==> config.mk <==
export PLATFORM = sky130hd
export DESIGN_NAME = avalon_regfile_slave_flat
export DESIGN_NICKNAME = d
export VERILOG_FILES = /design/src/rtl/avalon_regfile_slave_if.sv /design/src/rtl/avalon_regfile_slave.sv /design/src/flat_wrapper.sv
export SDC_FILE = /design/constraint.sdc
export NUM_CORES = 1
export LEC_CHECK = 0
export CORE_MARGIN = 2
export CORE_UTILIZATION = 63
export DETAILED_ROUTE_END_ITERATION = 7
export GPL_ROUTABILITY_DRIVEN = 1
export GPL_TIMING_DRIVEN = 1
export PLACE_DENSITY = 0.9
export RECOVER_POWER = 100
export SLEW_MARGIN = 20
export SYNTH_ARGS = -nofsm -noshare
export SYNTH_HDL_FRONTEND = slang
export SYNTH_SLANG_ARGS = --single-unit
==> constraint.sdc <==
create_clock -name CLK -period 4.8 [get_ports CLK]
set_input_delay 0.96 -clock CLK [delete_from_list [all_inputs] [get_ports CLK]]
set_output_delay 0.96 -clock CLK [all_outputs]
set_load 0.01 [all_outputs]
==> src/rtl/avalon_regfile_slave_if.sv <==
// Avalon-MM bus bundle for avalon_regfile_slave.
// Groups the command, write-data and read-response signals of one Avalon-MM
// link. The master modport drives commands; the slave modport returns read
// data, read-valid and the stall signal.
//   ADDRESS            byte address
//   BYTEENABLE         per-byte write strobe
//   READ / WRITE       command requests
//   WRITEDATA          write data
//   BURSTCOUNT         beats in burst, sampled on the first beat
//   BEGINBURSTTRANSFER first-beat marker (informational)
//   READDATA           read data, zero when READDATAVALID is low
//   READDATAVALID      one beat of read data valid
//   WAITREQUEST        slave stall
interface avalon_regfile_slave_if #(
  parameter int DATA_W  = 32,
  parameter int ADDR_W  = 32,
  parameter int BURST_W = 3
);
  logic [ADDR_W-1:0]   ADDRESS;
  logic [DATA_W/8-1:0] BYTEENABLE;
  logic                READ;
  logic                WRITE;
  logic [DATA_W-1:0]   WRITEDATA;
  logic [BURST_W-1:0]  BURSTCOUNT;
  logic                BEGINBURSTTRANSFER;
  logic [DATA_W-1:0]   READDATA;
  logic                READDATAVALID;
  logic                WAITREQUEST;

  modport master (
    output ADDRESS, BYTEENABLE, READ, WRITE, WRITEDATA, BURSTCOUNT, BEGINBURSTTRANSFER,
    input  READDATA, READDATAVALID, WAITREQUEST
  );

  modport slave (
    input  ADDRESS, BYTEENABLE, READ, WRITE, WRITEDATA, BURSTCOUNT, BEGINBURSTTRANSFER,
    output READDATA, READDATAVALID, WAITREQUEST
  );
endinterface

==> src/rtl/avalon_regfile_slave.sv <==
// Avalon-MM slave register file.
// NUM_REGS word registers with arbitrary byte-enable writes and pipelined
// reads of fixed READ_LATENCY. Out-of-range accesses (index beyond NUM_REGS
// or any address bit above the index field set) drop writes and read zero.
// READ together with WRITE performs the write only.
//
// Optional feature macro: AVS_BURST_EN
//   defined   - incrementing read/write bursts via an IDLE/RD_BURST/WR_BURST
//               FSM; WAITREQUEST is high while a read burst issues its beats.
//   undefined - every transfer is single-beat, BURSTCOUNT and
//               BEGINBURSTTRANSFER are ignored, WAITREQUEST is tied low.
//
// Ports
//   CLK    in  clock, posedge
//   RESET  in  synchronous active-high reset
//   bus    avalon_regfile_slave_if.slave (command, write data, read response)
module avalon_regfile_slave #(
  parameter int DATA_W       = 32,
  parameter int ADDR_W       = 32,
  parameter int NUM_REGS     = 8,
  parameter int READ_LATENCY = 1,
  parameter int BURST_W      = 3
) (
  input  logic                   CLK,
  input  logic                   RESET,
  avalon_regfile_slave_if.slave  bus
);

  localparam int BE_W     = DATA_W / 8;
  localparam int WORD_LSB = $clog2(BE_W);
  localparam int IDX_W    = $clog2(NUM_REGS);
  localparam int HI_SHIFT = WORD_LSB + IDX_W;

  logic [DATA_W-1:0] regs_q [NUM_REGS];

  logic [IDX_W-1:0] addr_idx;
  logic             addr_ok;
  logic             waitreq;
  logic             acc_wr;
  logic             acc_rd;

  // Per-cycle operation selected by the control logic
  logic             wr_en;
  logic [IDX_W-1:0] wr_idx;
  logic             wr_ok;
  logic             rd_en;
  logic [IDX_W-1:0] rd_idx;
  logic             rd_ok;

  assign addr_idx = bus.ADDRESS[WORD_LSB +: IDX_W];
  assign addr_ok  = ((bus.ADDRESS >> HI_SHIFT) == '0);

  assign acc_wr = bus.WRITE && !waitreq;
  // A read presented together with a write is dropped
  assign acc_rd = bus.READ && !bus.WRITE && !waitreq;

`ifdef AVS_BURST_EN
  typedef enum logic [1:0] {
    IDLE     = 2'd0,
    RD_BURST = 2'd1,
    WR_BURST = 2'd2
  } state_t;

  state_t             state_q, state_d;
  logic [BURST_W-1:0] cnt_q, cnt_d;
  logic [IDX_W-1:0]   idx_q, idx_d;
  logic               ok_q, ok_d;
  logic               multi;
  logic               unused_sink;

  assign multi       = (bus.BURSTCOUNT > BURST_W'(1));
  assign waitreq     = (state_q == RD_BURST);
  assign unused_sink = bus.BEGINBURSTTRANSFER;

  always_ff @(posedge CLK) begin
    if (RESET) begin
      state_q <= IDLE;
      cnt_q   <= '0;
      idx_q   <= '0;
      ok_q    <= 1'b0;
    end else begin
      state_q <= state_d;
      cnt_q   <= cnt_d;
      idx_q   <= idx_d;
      ok_q    <= ok_d;
    end
  end
`else
  logic unused_sink;

  assign waitreq     = 1'b0;
  assign unused_sink = ^{bus.BURSTCOUNT, bus.BEGINBURSTTRANSFER};
`endif

  always_comb begin
    wr_en  = acc_wr;
    wr_idx = addr_idx;
    wr_ok  = addr_ok;
    rd_en  = acc_rd;
    rd_idx = addr_idx;
    rd_ok  = addr_ok;
`ifdef AVS_BURST_EN
    state_d = state_q;
    cnt_d   = cnt_q;
    idx_d   = idx_q;
    ok_d    = ok_q;
    unique case (state_q)
      IDLE: begin
        // First beat is served from ADDRESS; the FSM carries the rest
        if (acc_wr) begin
          if (multi) begin
            state_d = WR_BURST;
            cnt_d   = bus.BURSTCOUNT - BURST_W'(1);
            idx_d   = addr_idx + IDX_W'(1);
            ok_d    = addr_ok;
          end
        end else if (acc_rd && multi) begin
          state_d = RD_BURST;
          cnt_d   = bus.BURSTCOUNT - BURST_W'(1);
          idx_d   = addr_idx + IDX_W'(1);
          ok_d    = addr_ok;
        end
      end
      RD_BURST: begin
        // One self-issued beat per cycle; the bus is stalled meanwhile
        wr_en  = 1'b0;
        rd_en  = 1'b1;
        rd_idx = idx_q;
        rd_ok  = ok_q;
        idx_d  = idx_q + IDX_W'(1);
        cnt_d  = cnt_q - BURST_W'(1);
        if (cnt_q == BURST_W'(1)) begin
          state_d = IDLE;
        end
      end
      WR_BURST: begin
        // ADDRESS and BURSTCOUNT are ignored; reads are ignored
        rd_en  = 1'b0;
        wr_idx = idx_q;
        wr_ok  = ok_q;
        if (acc_wr) begin
          idx_d = idx_q + IDX_W'(1);
          cnt_d = cnt_q - BURST_W'(1);
          if (cnt_q == BURST_W'(1)) begin
            state_d = IDLE;
          end
        end
      end
      default: begin
        state_d = IDLE;
      end
    endcase
`endif
  end

  // Register array: byte-lane writes
  always_ff @(posedge CLK) begin
    if (RESET) begin
      for (int r = 0; r < NUM_REGS; r++) begin
        regs_q[r] <= '0;
      end
    end else if (wr_en && wr_ok) begin
      for (int b = 0; b < BE_W; b++) begin
        if (bus.BYTEENABLE[b]) begin
          regs_q[wr_idx][8*b +: 8] <= bus.WRITEDATA[8*b +: 8];
        end
      end
    end
  end

  // Read pipeline: stage 0 samples the register on acceptance
  logic [READ_LATENCY-1:0] rd_vld_q;
  logic [DATA_W-1:0]       rd_data_q [READ_LATENCY];

  always_ff @(posedge CLK) begin
    if (RESET) begin
      rd_vld_q <= '0;
    end else begin
      rd_vld_q[0] <= rd_en;
      for (int i = 1; i < READ_LATENCY; i++) begin
        rd_vld_q[i] <= rd_vld_q[i-1];
      end
    end
  end

  always_ff @(posedge CLK) begin
    rd_data_q[0] <= rd_ok ? regs_q[rd_idx] : '0;
    for (int i = 1; i < READ_LATENCY; i++) begin
      rd_data_q[i] <= rd_data_q[i-1];
    end
  end

  assign bus.READDATAVALID = rd_vld_q[READ_LATENCY-1];
  assign bus.READDATA      = rd_vld_q[READ_LATENCY-1] ? rd_data_q[READ_LATENCY-1] : '0;
  assign bus.WAITREQUEST   = waitreq;

endmodule

==> src/flat_wrapper.sv <==
// flat-port wrapper written by rule: the top's interface ports become plain ports
module avalon_regfile_slave_flat 
#(
  parameter int DATA_W       = 32,
  parameter int ADDR_W       = 32,
  parameter int NUM_REGS     = 8,
  parameter int READ_LATENCY = 1,
  parameter int BURST_W      = 3
)
  (CLK, RESET, bus_ADDRESS, bus_BYTEENABLE, bus_READ, bus_WRITE, bus_WRITEDATA, bus_BURSTCOUNT, bus_BEGINBURSTTRANSFER, bus_READDATA, bus_READDATAVALID, bus_WAITREQUEST);
  avalon_regfile_slave_if #(.DATA_W(DATA_W), .ADDR_W(ADDR_W), .BURST_W(BURST_W)) bus_i ();
  input  logic CLK;
  input  logic RESET;
  input wire logic [$bits(bus_i.ADDRESS)-1:0] bus_ADDRESS;
  input wire logic [$bits(bus_i.BYTEENABLE)-1:0] bus_BYTEENABLE;
  input wire logic [$bits(bus_i.READ)-1:0] bus_READ;
  input wire logic [$bits(bus_i.WRITE)-1:0] bus_WRITE;
  input wire logic [$bits(bus_i.WRITEDATA)-1:0] bus_WRITEDATA;
  input wire logic [$bits(bus_i.BURSTCOUNT)-1:0] bus_BURSTCOUNT;
  input wire logic [$bits(bus_i.BEGINBURSTTRANSFER)-1:0] bus_BEGINBURSTTRANSFER;
  output wire logic [$bits(bus_i.READDATA)-1:0] bus_READDATA;
  output wire logic [$bits(bus_i.READDATAVALID)-1:0] bus_READDATAVALID;
  output wire logic [$bits(bus_i.WAITREQUEST)-1:0] bus_WAITREQUEST;
  assign bus_i.ADDRESS = bus_ADDRESS;
  assign bus_i.BYTEENABLE = bus_BYTEENABLE;
  assign bus_i.READ = bus_READ;
  assign bus_i.WRITE = bus_WRITE;
  assign bus_i.WRITEDATA = bus_WRITEDATA;
  assign bus_i.BURSTCOUNT = bus_BURSTCOUNT;
  assign bus_i.BEGINBURSTTRANSFER = bus_BEGINBURSTTRANSFER;
  assign bus_READDATA = bus_i.READDATA;
  assign bus_READDATAVALID = bus_i.READDATAVALID;
  assign bus_WAITREQUEST = bus_i.WAITREQUEST;
  avalon_regfile_slave #(.DATA_W(DATA_W), .ADDR_W(ADDR_W), .NUM_REGS(NUM_REGS), .READ_LATENCY(READ_LATENCY), .BURST_W(BURST_W)) u_core (.CLK(CLK), .RESET(RESET), .bus(bus_i));
endmodule
==> results.md <==
- Starting Density: 64.0%
- Largest net degree at the start of global routing: 119
- Post-Synthesis Cell Area: 13900 um^2
- Num CTS Buffers: 28
- Pre-Repair DR Iteration Count: 6
- CTS sink cnt: 289
- Buffers added on ports: 102
- DR vias/cell: 7.30
- Final WS setup: 0.692 ns
- Post-Layout Cell Count: 1469
- H-tree Lvls: 1
- Sum of negative setup slack: 0 ns
- Site Rows: 54
- Post-synth EDFFs: 256
- FF-to-FF path depth: 3
- Final setup vio count: 0
- Pins Over Slew Limit: 437
- Lkg Pwr: 4.84 nW
- Final wirelength: 37.5 mm
- Worst Path Arrival: 4.35 ns
- FF+latch count, synth: 289
- Critical Path Sink: u_core.regs_q[0][23]
- Placed cell count: 1417
- Total core area: 21800 um^2
- Grt total ovfl: 0
- Sw Ratio: 22.0%
- Max FO, Critical Path: 110
- Synth warn: 0
- Fin crit period: 4.11 ns
- Worst r2r dst: u_core.rd_data_q[0][15]
- Most used DFF post-synth: edfxtp_1
- WHS: 0.638 ns
- Relative slew margins: -53.4%
- Max Root-Sink Buffers: 3
- Post-CTS Resized: 0
- Power Density: 343 nW/um^2
- Maximum VDD drop: 0.264 mV
- Clock power frac: 40.3%
- XOR/XNOR Fraction of Synth Area: 0%
- Cells after Synth: 1113
- Post-synthesis simple-gate area fraction: 27.1%
- Total Routing Usage GR: 31.4%
- GP Congestion: 0.858
- Skew-Pair Late Insertion Delay: 0.54 ns
- Run status: finished with violations
- Clock Skews: 0.00742 ns
- DIE HEIGHT: 153 um
- Worst slack, placed: 1.03 ns
- WP data required: 5.04 ns
- Antenna violations before repair: 0
- Sequential power share: 53.0%
- Crit start category: primary input
- DRC: 0
- Main combinational cell family by area after synthesis: simple AND/OR/NAND/NOR gates
- Final Hold Fails: 0
- Area Growth Syn to Fin: 13.5%
- Sequential-to-total area share from yosys stat: 60.0%
- Vias in the first global route: 10552
- # IOs: 110
- Distinct cells, synth: 29
- Worst R2R Setup Slack: 3.06 ns
- Total power: 5.41 mW
- Number of max-cap violations: 8
- Root Driver: clkbuf_16
- Chip width: 153 um
- Share of layout cells above drive strength 1: 6.81%
- N_diodes: 0
- Post-synthesis compound-gate area fraction: 7.48%
- RSZ-0062 raised after global routing: false
- Psw: 1.19 mW
- Failing checks: max-capacitance violations, max-slew violations
- Worst r2r src: u_core.regs_q[6][15]
- Part of the power in combinational logic: 6.7%
- Multiplexer share of the synthesized area: 0%
- # Post-CTS Setup Buffers: 0
- Die Area: 23300 um^2
- Peak Freq: 243 MHz
- Least-Margin Pin Slew: 2.30 ns
- Hold-fix buffers, CTS: 0
- CP Launch Point: bus_ADDRESS[3]
- Via count: 10730
- Syn nets: 1189
- DP HPWL: 21.4 mm
- Number of nets in the layout: 1243
- Post-route ant nets: 0
- Pint: 4.22 mW
- Global-route wire length before repair: 57.8 mm
- 1st-iter DRT viols: 1568
- Fill count: 1433
- Synth Area in Adders: 0%
- WS Path Type: primary input to flip-flop
- Ys async rst share: 0%
- Fin crit share: 85.6%
- Wire length per cell: 25.5 um
- Clk slew on worst S/H paths: 0.06 ns
- Avg Cell Area, Syn: 12.5 um^2
- TritonCTS clock tree: built
- CP endpoint kind: flip-flop
- Worst min path class: flip-flop to flip-flop
[worst min-delay path by stage]
stage                    startpoint                      end  slack, ns  depth (start not counted)
2_1_floorplan   u_core.regs_q[4][0]   u_core.rd_data_q[0][0]       0.58                          2
3_3_place_gp   u_core.regs_q[3][29]  u_core.rd_data_q[0][29]       0.62                          2
3_5_place_dp   u_core.regs_q[5][19]  u_core.rd_data_q[0][19]       0.63                          2
4_1_cts        u_core.regs_q[4][27]  u_core.rd_data_q[0][27]       0.65                          2
5_1_grt        u_core.regs_q[4][27]  u_core.rd_data_q[0][27]       0.69                          2
6_report       u_core.regs_q[4][27]  u_core.rd_data_q[0][27]       0.64                          2
[layout make-up]
class | instances | area [um^2] | area share (%)
clock buffer | 39 | 783 | 4.96
clock inverter | 13 | 116 | 0.737
inverter | 1 | 3.75 | 0.0238
multi-input combinational | 675 | 4790 | 30.3
sequential | 289 | 8350 | 52.9
tap | 280 | 350 | 2.22
timing repair buffer | 172 | 1410 | 8.91
[through the flow]
step / utilization [%] / cell area [um^2]
2_1_floorplan: - / 13900
3_3_place_gp: 69.4 / 15100
3_5_place_dp: 69.4 / 15100
4_1_cts: 73.5 / 16000
5_1_grt: 72.6 / 15800
6_report: 72.6 / 15800
[synth_stat cells, types with 24 or more instances]
| library cell | count | area, um^2 |
|---|---|---|
| dfxtp_1 | 33 | 661 |
| nor3_1 | 254 | 1270 |
| a211oi_1 | 32 | 240 |
| nor4bb_1 | 74 | 741 |
| buf_6 | 24 | 270 |
| nand2_1 | 36 | 135 |
| edfxtp_1 | 256 | 7690 |
| nor4b_1 | 27 | 236 |
| o31ai_1 | 32 | 240 |
| and4_1 | 24 | 210 |
| and2_1 | 32 | 200 |
| a2111oi_0 | 64 | 561 |
| clkbuf_1 | 108 | 405 |
| and4b_1 | 67 | 671 |
[power groups by stage]
stage | Clock (mW) | Combinational [mW] | Sequential [mW]
2_1_floorplan | 0 | 0.205 | 2.90
3_5_place_dp | 0 | 0.361 | 2.92
6_report | 2.18 | 0.362 | 2.87
4_1_cts | 2.16 | 0.366 | 2.87
3_3_place_gp | 0 | 0.350 | 2.91
5_1_grt | 2.27 | 0.381 | 2.87
[cells by family after synthesis]
kind of cell	Yosys count
AOI/OAI and AO/OA	128
buffers and inverters	149
DFF	289
other	1
and+or+nand+nor	546
[registers in the layout (all words and copies together) (netlist names)]
signal / cells
u_core.rd_data_q: 32
u_core.regs_q: 256
u_core.bus.READDATAVALID: 1
[critical path, stage by stage]
cell      delay [ns]
buf_4           0.38
nor3_1          1.18
nand4_1         0.28
clkbuf_1        0.73
o31ai_1         0.46
buf_4           0.26
[routing by layer]
layer / vias up / wire length (um) / global-route usage, % / share of wire [%]
met1: 5083 / 13100 / 40.6 / 35
met5: - / 0 / 0 / 0
li1: 4646 / - / - / -
met4: 0 / 1670 / 16.4 / 4.5
met2: 846 / 18400 / 51.1 / 49
met3: 155 / 4340 / 5.77 / 12
[cells in the final DEF, fill, tap and decap left out, drive strengths merged, types with 7 or more instances in the layout]
master | Yosys | layout
a2111oi | 64 | 64
a211oi | 32 | 32
and2 | 32 | 32
and3b | 7 | 7
and4 | 24 | 24
and4b | 67 | 67
buf | 39 | 27
clkbuf | 109 | 85
clkdlybuf4s50 | 0 | 93
clkinv | 0 | 11
dfxtp | 33 | 33
edfxtp | 256 | 256
nand2 | 36 | 36
nand4 | 9 | 9
nor3 | 258 | 258
nor4b | 27 | 27
nor4bb | 74 | 74
o31ai | 32 | 32
Note: power is estimated with default switching activity, not from simulation.
